==> src/rtl/tri_raster_sequencer_pkg.sv <==
// Shared types and constants for the triangle raster sequencer.
// Coordinates are unsigned fixed point; pixel coordinates are INT_W-bit integers.
package tri_raster_sequencer_pkg;

  localparam int INT_W = 10;

  typedef enum logic [1:0] {
    IDLE,
    LOAD,
    WALK,
    FIN
  } state_t;

  // Rounding adds the weight of the highest fractional bit (round half up).
  function automatic int rnd_pos(input int frac_bits);
    return frac_bits - 1;
  endfunction

endpackage

==> src/rtl/tri_bbox_calc.sv <==
// One axis of the triangle bounding box: min/max of three fixed-point values,
// rounded to integer, max clipped to LIMIT, empty when min exceeds clipped max.
module tri_bbox_calc
  import tri_raster_sequencer_pkg::*;
#(
  parameter int FRAC_BITS = 6,
  parameter int LIMIT     = 639
) (
  input  logic [15:0]      a,
  input  logic [15:0]      b,
  input  logic [15:0]      c,
  output logic [INT_W-1:0] vmin,
  output logic [INT_W-1:0] vmax,
  output logic             empty
);

  localparam int RB = rnd_pos(FRAC_BITS);

  logic [15:0]    mn, mx;
  logic [16:0]    smin, smax;
  logic [INT_W:0] rmin, rmax, lim, cmax;

  always_comb begin
    mn = a;
    mx = a;
    if (b < mn) mn = b;
    if (c < mn) mn = c;
    if (b > mx) mx = b;
    if (c > mx) mx = c;
    // 17-bit sum keeps 0xFFFF from wrapping; the result needs INT_W+1 bits.
    smin = ({1'b0, mn} + 17'(1 << RB)) >> FRAC_BITS;
    smax = ({1'b0, mx} + 17'(1 << RB)) >> FRAC_BITS;
    rmin = (INT_W+1)'(smin);
    rmax = (INT_W+1)'(smax);
    lim  = (INT_W+1)'(LIMIT);
    cmax = (rmax > lim) ? lim : rmax;
    vmin  = rmin[INT_W-1:0];
    vmax  = cmax[INT_W-1:0];
    empty = (rmin > cmax);
  end

endmodule

==> src/rtl/tri_raster_sequencer.sv <==
// Accepts one triangle, registers its clipped bounding box, then emits every
// pixel of the box in raster order over a valid/ready handshake.
module tri_raster_sequencer
  import tri_raster_sequencer_pkg::*;
#(
  parameter int H_RES     = 640,
  parameter int V_RES     = 480,
  parameter int FRAC_BITS = 6
) (
  input  logic             CLK,
  input  logic             RST,
  input  logic             TRI_VALID,
  output logic             TRI_READY,
  input  logic [15:0]      V0X,
  input  logic [15:0]      V1X,
  input  logic [15:0]      V2X,
  input  logic [15:0]      V0Y,
  input  logic [15:0]      V1Y,
  input  logic [15:0]      V2Y,
  output logic             PIX_VALID,
  input  logic             PIX_READY,
  output logic [INT_W-1:0] PIX_X,
  output logic [INT_W-1:0] PIX_Y,
  output logic             PIX_LAST,
  output logic [INT_W-1:0] XMIN,
  output logic [INT_W-1:0] XMAX,
  output logic [INT_W-1:0] YMIN,
  output logic [INT_W-1:0] YMAX,
  output logic             BUSY,
  output logic             DONE
);

  state_t           state, state_nxt;
  logic [15:0]      vx0, vx1, vx2, vy0, vy1, vy2;
  logic [INT_W-1:0] bx_min, bx_max, by_min, by_max;
  logic             x_empty, y_empty;
  logic             box_empty;

  tri_bbox_calc #(.FRAC_BITS(FRAC_BITS), .LIMIT(H_RES-1)) u_bbox_x (
    .a(vx0), .b(vx1), .c(vx2), .vmin(bx_min), .vmax(bx_max), .empty(x_empty)
  );

  tri_bbox_calc #(.FRAC_BITS(FRAC_BITS), .LIMIT(V_RES-1)) u_bbox_y (
    .a(vy0), .b(vy1), .c(vy2), .vmin(by_min), .vmax(by_max), .empty(y_empty)
  );

  assign box_empty = x_empty | y_empty;
  // Gated by WALK so the all-zero reset registers never read as a last pixel.
  assign PIX_LAST  = (state == WALK) && (PIX_X == XMAX) && (PIX_Y == YMAX);

  always_ff @(posedge CLK or posedge RST) begin
    if (RST) state <= IDLE;
    else     state <= state_nxt;
  end

  always_comb begin
    state_nxt = state;
    TRI_READY = 1'b0;
    PIX_VALID = 1'b0;
    BUSY      = 1'b1;
    DONE      = 1'b0;
    case (state)
      IDLE: begin
        TRI_READY = ~RST;
        BUSY      = 1'b0;
        if (TRI_VALID && !RST) state_nxt = LOAD;
      end
      LOAD: state_nxt = box_empty ? FIN : WALK;
      WALK: begin
        PIX_VALID = 1'b1;
        if (PIX_READY && PIX_LAST) state_nxt = FIN;
      end
      FIN: begin
        DONE      = 1'b1;
        state_nxt = IDLE;
      end
      default: state_nxt = IDLE;
    endcase
  end

  always_ff @(posedge CLK or posedge RST) begin
    if (RST) begin
      {vx0, vx1, vx2, vy0, vy1, vy2} <= '0;
      {XMIN, XMAX, YMIN, YMAX}       <= '0;
      PIX_X <= '0;
      PIX_Y <= '0;
    end else begin
      case (state)
        IDLE: if (TRI_VALID) begin
          vx0 <= V0X; vx1 <= V1X; vx2 <= V2X;
          vy0 <= V0Y; vy1 <= V1Y; vy2 <= V2Y;
        end
        LOAD: begin
          XMIN <= bx_min;
          XMAX <= bx_max;
          YMIN <= by_min;
          YMAX <= by_max;
          if (!box_empty) begin
            PIX_X <= bx_min;
            PIX_Y <= by_min;
          end
        end
        // The last pixel holds its coordinate; there is nothing after it to walk to.
        WALK: if (PIX_READY && !PIX_LAST) begin
          if (PIX_X < XMAX) begin
            PIX_X <= PIX_X + 1'b1;
          end else begin
            PIX_X <= XMIN;
            PIX_Y <= PIX_Y + 1'b1;
          end
        end
        default: ;
      endcase
    end
  end

endmodule

==> config.mk <==
export PLATFORM = sky130hd
export DESIGN_NAME = tri_raster_sequencer
export DESIGN_NICKNAME = d
export VERILOG_FILES = /design/src/rtl/tri_raster_sequencer_pkg.sv /design/src/rtl/tri_bbox_calc.sv /design/src/rtl/tri_raster_sequencer.sv
export SDC_FILE = /design/constraint.sdc
export NUM_CORES = 1
export LEC_CHECK = 0
export CAP_MARGIN = 0
export CORE_AREA = 2 2 200 163
export DETAILED_ROUTE_END_ITERATION = 7
export DIE_AREA = 0 0 202 165
export DONT_BUFFER_PORTS = 1
export SYNTH_ARGS = -nofsm -noshare
export SYNTH_HDL_FRONTEND = slang
export SYNTH_SLANG_ARGS = --single-unit
export TNS_END_PERCENT = 5
==> constraint.sdc <==
create_clock -name CLK -period 10.1 [get_ports CLK]
set_clock_uncertainty 0.1 [all_clocks]
set_input_delay 2.525 -clock CLK [delete_from_list [all_inputs] [get_ports CLK]]
set_output_delay 2.525 -clock CLK [all_outputs]
set_load 0.02 [all_outputs]
**Word level (Yosys, flattened, before mapping)**

Cells that the tools add are included.

- Input bits: 100
- Word-level logic and storage cells: 83
- Output and inout port bits: 65
- Register bits after elaboration: 158

- Bitwise operators: 2
- Reduce and logical (&&, ||, !) cells: 13
- Order comparisons: 13
- Multiplexer cells: 26
- Eq/ne operators: 10
- Add/subtract/negate cells: 6

Operator list:

| kind | number |
|---|---|
| $mux 16 | 8 |
| $add 16x6->17 const B | 4 |
| $gt 16x16->1 | 4 |
| $lt 16x16->1 | 4 |
| $mux 10 | 6 |
| $pmux 10 s2 | 2 |
| $gt 11x11->1 | 2 |
| $mux 11 | 2 |
| $add 10x1->10 const B | 2 |
| $eq 10x10->1 | 2 |
| $gt 11x10->1 const B | 1 |
| $gt 11x9->1 const B | 1 |
| $lt 10x10->1 | 1 |
| $pmux 2 s4 | 1 |
| $ne 2x2->1 const B | 3 |
| $logic_and 1x1->1 | 5 |
| $mux 1 | 5 |
| $eq 2x2->1 const B | 2 |
| $mux 2 | 2 |
| $ne 2x1->1 const B | 2 |
| $reduce_and 2->1 | 2 |
| $reduce_and 4->1 | 1 |
| $reduce_and 3->1 | 1 |
| $eq 2x1->1 const B | 1 |
| other kinds (5) | 6 |

**Depth between registers and ports, before layout**

Gate-level depths: netlist of run 1.

- Depth in word-level cells: 11
- Mapped depth: 40
- Depth with buffers taken out: 35

**By module**

Synthesis of run 1 repeated with hierarchy kept, for this count alone.

- Cell total of the unflattened synthesis: 1,355
- Area, all modules: 12,911.1 um^2

By module, submodules not included:

| module | instances | area an instance (um^2) | sequential area each (um^2) | cells an instance |
|---|---|---|---|---|
| tri_raster_sequencer | 1 | 6,976.7 | 3,953.8 | 536 |
| tri_bbox_calc (u_bbox_y) | 1 | 3,027.9 | 0.0 | 411 |
| tri_bbox_calc (u_bbox_x) | 1 | 2,906.5 | 0.0 | 408 |

**Least setup slack after synthesis of run 1**

OpenSTA, ideal clock, no wires.

- Path type: register to register
- Start point: reg vy0[9]
- End point: reg PIX_Y[2]
- Slack: 2,157 ps
- Library setup time: 77 ps
- Required time: 9,923 ps
- Arrival time: 7,765 ps
- Stages on the path, launching flop included: 40
- Path buffers: 6
- Period minus slack after synthesis: 7,943 ps
- Path through: dfrtp_1 inv_1 ha_1 nand4_1 or3_1 a21o_1 a31oi_1 buf_2 buf_2 buf_2 mux2i_1 ha_1 a21oi_1 o21ai_0 a221o_1 o31a_1 inv_1 clkbuf_1 [4 not listed] a211oi_1 xor2_1 mux2i_1 a41o_1 nor2_1 ha_1 nor2b_1 o21a_1 o21a_1 o21bai_1 a21oi_1 o311ai_0 o211a_1 and2_1 clkbuf_1 clkbuf_1 a21oi_1 a21oi_1

- Cells in the longest elaborated chain, start to end: 11
- Elaborated cells between the ends (all ways): 18
- Classes of those cells: add/sub: 2; order compare: 6; eq/ne: 1; mux: 7; bitwise: 1; reduce/logical: 1

Ends and longest elaborated chain:

| element | RTL line | RTL |
|---|---|---|
| start: declaration | tri_raster_sequencer.sv:34 | `logic [15:0] vx0, vx1, vx2, vy0, vy1, vy2;` |
| start signal: assignment | tri_raster_sequencer.sv:83 | `{vx0, vx1, vx2, vy0, vy1, vy2} <= '0;` |
| start signal: assignment | tri_raster_sequencer.sv:91 | `vy0 <= V0Y; vy1 <= V1Y; vy2 <= V2Y;` |
| $gt 16x16->1 | tri_bbox_calc.sv:28 | `if (b > mx) mx = b;` |
| $mux 16 | tri_bbox_calc.sv:28 |  |
| $gt 16x16->1 | tri_bbox_calc.sv:29 | `if (c > mx) mx = c;` |
| $mux 16 | tri_bbox_calc.sv:29 |  |
| $add 16x6->17 | tri_bbox_calc.sv:32 | `smax = ({1'b0, mx} + 17'(1 << RB)) >> FRAC_BITS;` |
| $gt 11x9->1 | tri_bbox_calc.sv:36 | `cmax = (rmax > lim) ? lim : rmax;` |
| $mux 11 | tri_bbox_calc.sv:36 |  |
| $gt 11x11->1 | tri_bbox_calc.sv:39 | `empty = (rmin > cmax);` |
| $or 1x1->1 | tri_raster_sequencer.sv:47 | `assign box_empty = x_empty \| y_empty;` |
| $ne 2x2->1 (no source line) | -- |  |
| $reduce_and 4->1 (no source line) | -- |  |
| end signal: assignment | tri_raster_sequencer.sv:100 | `PIX_Y <= by_min;` |
| end signal: assignment | tri_raster_sequencer.sv:109 | `PIX_Y <= PIX_Y + 1'b1;` |
| end: declaration | tri_raster_sequencer.sv:23 | `output logic [INT_W-1:0] PIX_Y,` |

Several ways; a longest one is shown, not always the timed one. The select of a mux whose other input is x is not followed.
A chain may end at the register's enable or synchronous reset.

**Final worst setup path of run 1**

- Start point: reg vy0[9]
- End point: reg PIX_Y[1]

Same word-level chain as after synthesis.

==> results.md, run 1 <==
## Floorplan
* 165 um — Die Span Y
* 58 — FP Rows
* 202 um — Die X
* 39.73% — initial cell density of the core
* 0.03333 mm^2 — Die Area
* 165 — I/O pin count
* 0.03113 mm^2 — Core ar.

## Synth
* 9.197 um^2 — post-synthesis area per instance
* sky130_fd_sc_hd__dfrtp_1 — top_reg_cell synth
* 0 — EDFF count, synth
* 0 — Synthesis Warnings
* 100.0% — share of flip-flops with an asynchronous set or reset
* 158 — flop and latch count out of synthesis
* 1,345 — synthesized netlist cell count
* 31.96% — part of the Yosys area used for sequential elements
* 63 — number of different library cells in the post-synthesis netlist
* 0.01237 mm^2 — cell area after synthesis

## Job
* 0 — max cap viols

## Detailed routing
* 5.662 — mean number of vias per cell
* 10,040 — via count
* 851 — violation count after the first detailed-route iteration
* 20.48 um — per-cell routed wire length
* 0 — Final ANT Viol Nets
* 36,310 um — total detailed-routing wirelength
* 5 — DR pass1 iterations
* 0 — DRC

## Timing
* 109.1 MHz — FMAX
* 1004 ps — measured slew at the worst slew-check pin
* 32.43% — Relative slew margins
* 0 — number of pins exceeding their max-slew limit in the final report
* 0 — setup-violating endpoint count in the final report
* 90.76% — share of the clock period used by the worst path after layout
* 0 ps — accumulated negative setup slack
* 0 — number of failing hold endpoints at the final stage
* false — RSZ-0062 raised after global routing
* 9167 ps — final period demand of the worst path

## Clock tree
* 4 — number of levels in the clock H-tree
* 0 — hold buffer count at cts
* 0 — total of cells resized after clock tree synthesis
* 70 ps — Reg clk slew, reported paths
* 2 — worst-case clock buffer depth
* 158 — # clock sinks
* 17 — total CTS buffers
* 440 ps — clock latency on the worst-skew pair
* sky130_fd_sc_hd__clkbuf_16 — root buffer cell
* built — clock tree from TritonCTS
* 0 — postcts setup bufs

## Finish
* 43.43% — Layout Utilization
* 1,568 — final net count
* 13.39% — fraction of layout instances using a drive strength above 1
* 9.316% — signed area change from the synthesized netlist to the final layout

## Placement
* 0.9416 — global placer's final weighted congestion
* 0 — number of input and output port buffers inserted
* 28,120 um — DP Wirelength

## Global routing
* 9,387 — number of global-route vias before repair
* 11 — number of antenna violations at the first check in global routing
* 101 — largest net degree at the start of global routing
* 0 — Overflow after GRT
* 55,750 um — wire length of the first global-routing pass
* 21.74% — overall global routing resource usage

## Critical path
* 10,310 ps — worst path required time
* 630 ps — longest individual stage delay on the worst path
* sky130_fd_sc_hd__a31oi_4 — Worst path slowest cell
* 9380 ps — arrival time at the worst endpoint
* reg -> reg — category of the most critical setup path
* 33 — reg2reg path depth
* register — startpoint kind of the worst setup timing path
* 930 ps — setup slack of the worst register-to-register path
* PIX_Y[1]$_DFFE_PP0P_ — reg-to-reg endpoint
* sky130_fd_sc_hd__ha_1 — cell type with the highest occurrence count on the critical path
* 17 — largest fanout on the critical path
* vy0[9]$_DFFE_PP0P_ — critical register-to-register path startpoint
* register — critical path endpoint category

## Min path
* vy0[1]$_DFFE_PP0P_ — HP Start
* reg -> reg — worst min-delay path class
* vy0[1]$_DFFE_PP0P_ — worst hold endpoint
* 1 — worst hold stages

## Run status
* complete, no violations — status

==> flip-flops by register name, summed over array words and instances, names as in the netlist <==
signal,cells
vy1,16
state,2
vy2,16
XMAX,10
XMIN,10
YMIN,10
vx0,16
vy0,16
YMAX,10
vx2,16
vx1,16
PIX_X,10
PIX_Y,10
==> critical path: cells and delay by family, from the launching register on <==
kind,cells,cell delay (ps)
compound gates,13,3370
fa+ha+maj,4,1270
xor+xnor,1,90
buf+inv,4,670
simple gates,8,2290
flops,1,470
mux,3,770
==> metal layers <==
layer	GRT usage [%]	wire [um]	up-vias
met5	0	41	-
met4	3.977	299	6
met3	6.255	2920	24
met2	30.24	14470	319
met1	33.04	18580	4847
li1	-	-	4842
==> cells by family (layout without fill, tap and decap cells) <==
kind of cell	after synthesis	count (layout)	synth area share [%]
AOI/OAI and AO/OA	263	264	13.39
xor gates and xnor gates	68	68	4.815
adders and majority gates	137	137	13.86
buffers and inverters	136	132	4.259
DFF	158	158	31.96
muxes	189	189	16.50
other	1	12	0.03032
and+or+nand+nor	393	393	15.18
==> cells in the mapped netlist (3+ instances only) <==
library cell                number  area, um^2
sky130_fd_sc_hd__inv_1          85       319.1
sky130_fd_sc_hd__a211o_1         4       35.03
sky130_fd_sc_hd__a211oi_1       10       75.07
sky130_fd_sc_hd__nand2_1        98       367.9
sky130_fd_sc_hd__xor2_1         29       254.0
sky130_fd_sc_hd__ha_1          137        1714
sky130_fd_sc_hd__xnor2_1        39       341.6
sky130_fd_sc_hd__o21ai_0        51       255.2
sky130_fd_sc_hd__nand3_1        50       250.2
sky130_fd_sc_hd__a21o_1         20       150.1
sky130_fd_sc_hd__o31ai_1         4       30.03
sky130_fd_sc_hd__o211ai_1        5       37.54
sky130_fd_sc_hd__o21a_1          9       67.56
sky130_fd_sc_hd__nand4b_1        3       26.28
sky130_fd_sc_hd__nand3b_1        4       30.03
sky130_fd_sc_hd__mux2i_1        70       700.7
sky130_fd_sc_hd__nor2b_1        13       81.33
sky130_fd_sc_hd__a21oi_1       106       530.5
sky130_fd_sc_hd__a22oi_1         6       45.04
sky130_fd_sc_hd__a2bb2oi_1       4       35.03
sky130_fd_sc_hd__nor4_1          5       31.28
sky130_fd_sc_hd__a31oi_1        10       62.56
sky130_fd_sc_hd__nor3_1         17       85.08
sky130_fd_sc_hd__clkbuf_1       34       127.6
sky130_fd_sc_hd__dfrtp_1       158        3954
sky130_fd_sc_hd__nand2b_1        7       43.79
sky130_fd_sc_hd__or3_1           7       43.79
sky130_fd_sc_hd__o311ai_0        3       26.28
sky130_fd_sc_hd__buf_1           9       33.78
sky130_fd_sc_hd__o31a_1          3       26.28
sky130_fd_sc_hd__nand4_1        29       181.4
sky130_fd_sc_hd__and3_1         27       168.9
sky130_fd_sc_hd__o41ai_1         4       35.03
sky130_fd_sc_hd__buf_2           7       35.03
sky130_fd_sc_hd__or2_2           4       25.02
sky130_fd_sc_hd__mux2_2        119        1340
sky130_fd_sc_hd__nor2_1        113       424.2
sky130_fd_sc_hd__and2_1          7       43.79
==> worst max path at each step <==
stage | end | slack [ps] | startpoint
2_1_floorplan | PIX_Y[2]$_DFFE_PP0P_ | 2160 | vy0[9]$_DFFE_PP0P_
3_3_place_gp | PIX_Y[0]$_DFFE_PP0P_ | 1110 | vy0[9]$_DFFE_PP0P_
3_5_place_dp | PIX_Y[1]$_DFFE_PP0P_ | 880 | vy0[9]$_DFFE_PP0P_
4_1_cts | PIX_Y[1]$_DFFE_PP0P_ | 830 | vy0[9]$_DFFE_PP0P_
5_1_grt | PIX_Y[4]$_DFFE_PP0P_ | 150 | vy0[9]$_DFFE_PP0P_
6_report | PIX_Y[1]$_DFFE_PP0P_ | 930 | vy0[9]$_DFFE_PP0P_
==> area by class of cell <==
type                            instances  area, um^2
Fill cell                            3022       17610
Multi-Input combinational cell       1054        7934
Sequential cell                       158        3954
Tap cell                              420       525.5
Clock buffer                           19       452.9
Inverter                               85       324.1
Clock inverter                         13       183.9
Timing Repair Buffer                   15       125.1
Antenna cell                            9       22.52
==> metrics by stage <==
step,instances,worst slack (ps),cell area [um^2],hold WS (ps)
5_1_grt,1765,153.5,13500,463.1
3_3_place_gp,1731,1105,12850,429.8
2_1_floorplan,1347,2157,12380,401.4
4_1_cts,1763,834.3,13490,443.1
3_5_place_dp,1731,878.5,12850,429.4
6_report,1773,933.1,13520,434.4
==> placed cells by master (no fill, tap or decap), types with 10 or more instances in the layout <==
| cell type | count |
|---|---|
| sky130_fd_sc_hd__mux2i_1 | 70 |
| sky130_fd_sc_hd__mux2_2 | 119 |
| sky130_fd_sc_hd__buf_4 | 14 |
| sky130_fd_sc_hd__xnor2_1 | 39 |
| sky130_fd_sc_hd__nand2_1 | 97 |
| sky130_fd_sc_hd__ha_1 | 136 |
| sky130_fd_sc_hd__nand3_1 | 50 |
| sky130_fd_sc_hd__inv_1 | 84 |
| sky130_fd_sc_hd__a211oi_1 | 10 |
| sky130_fd_sc_hd__a21oi_1 | 106 |
| sky130_fd_sc_hd__nor2b_1 | 13 |
| sky130_fd_sc_hd__dfrtp_1 | 158 |
| sky130_fd_sc_hd__clkbuf_16 | 17 |
| sky130_fd_sc_hd__xor2_1 | 29 |
| sky130_fd_sc_hd__a21o_1 | 20 |
| sky130_fd_sc_hd__and3_1 | 27 |
| sky130_fd_sc_hd__nor2_1 | 113 |
| sky130_fd_sc_hd__o21ai_0 | 51 |
| sky130_fd_sc_hd__nand4_1 | 29 |
| sky130_fd_sc_hd__nor3_1 | 17 |
Power of run 1 is not shown: default switching activity piles up to over one toggle a cycle in this logic, so the estimate is an artifact.
==> inputs of run 2 (changes only) <==
SETUP_SLACK_MARGIN = 0.1   (was default)
==> results of run 2 <==
Final layout, timing and power as in run 1 (identical DEF).
Power of run 2 is left out for the same reason.
==> inputs of run 3 (changes only) <==
GPL_ROUTABILITY_DRIVEN = 1   (was default)
==> results of run 3 <==
Final layout, timing and power as in run 1 (identical DEF).
Power of run 3 is left out for the same reason.
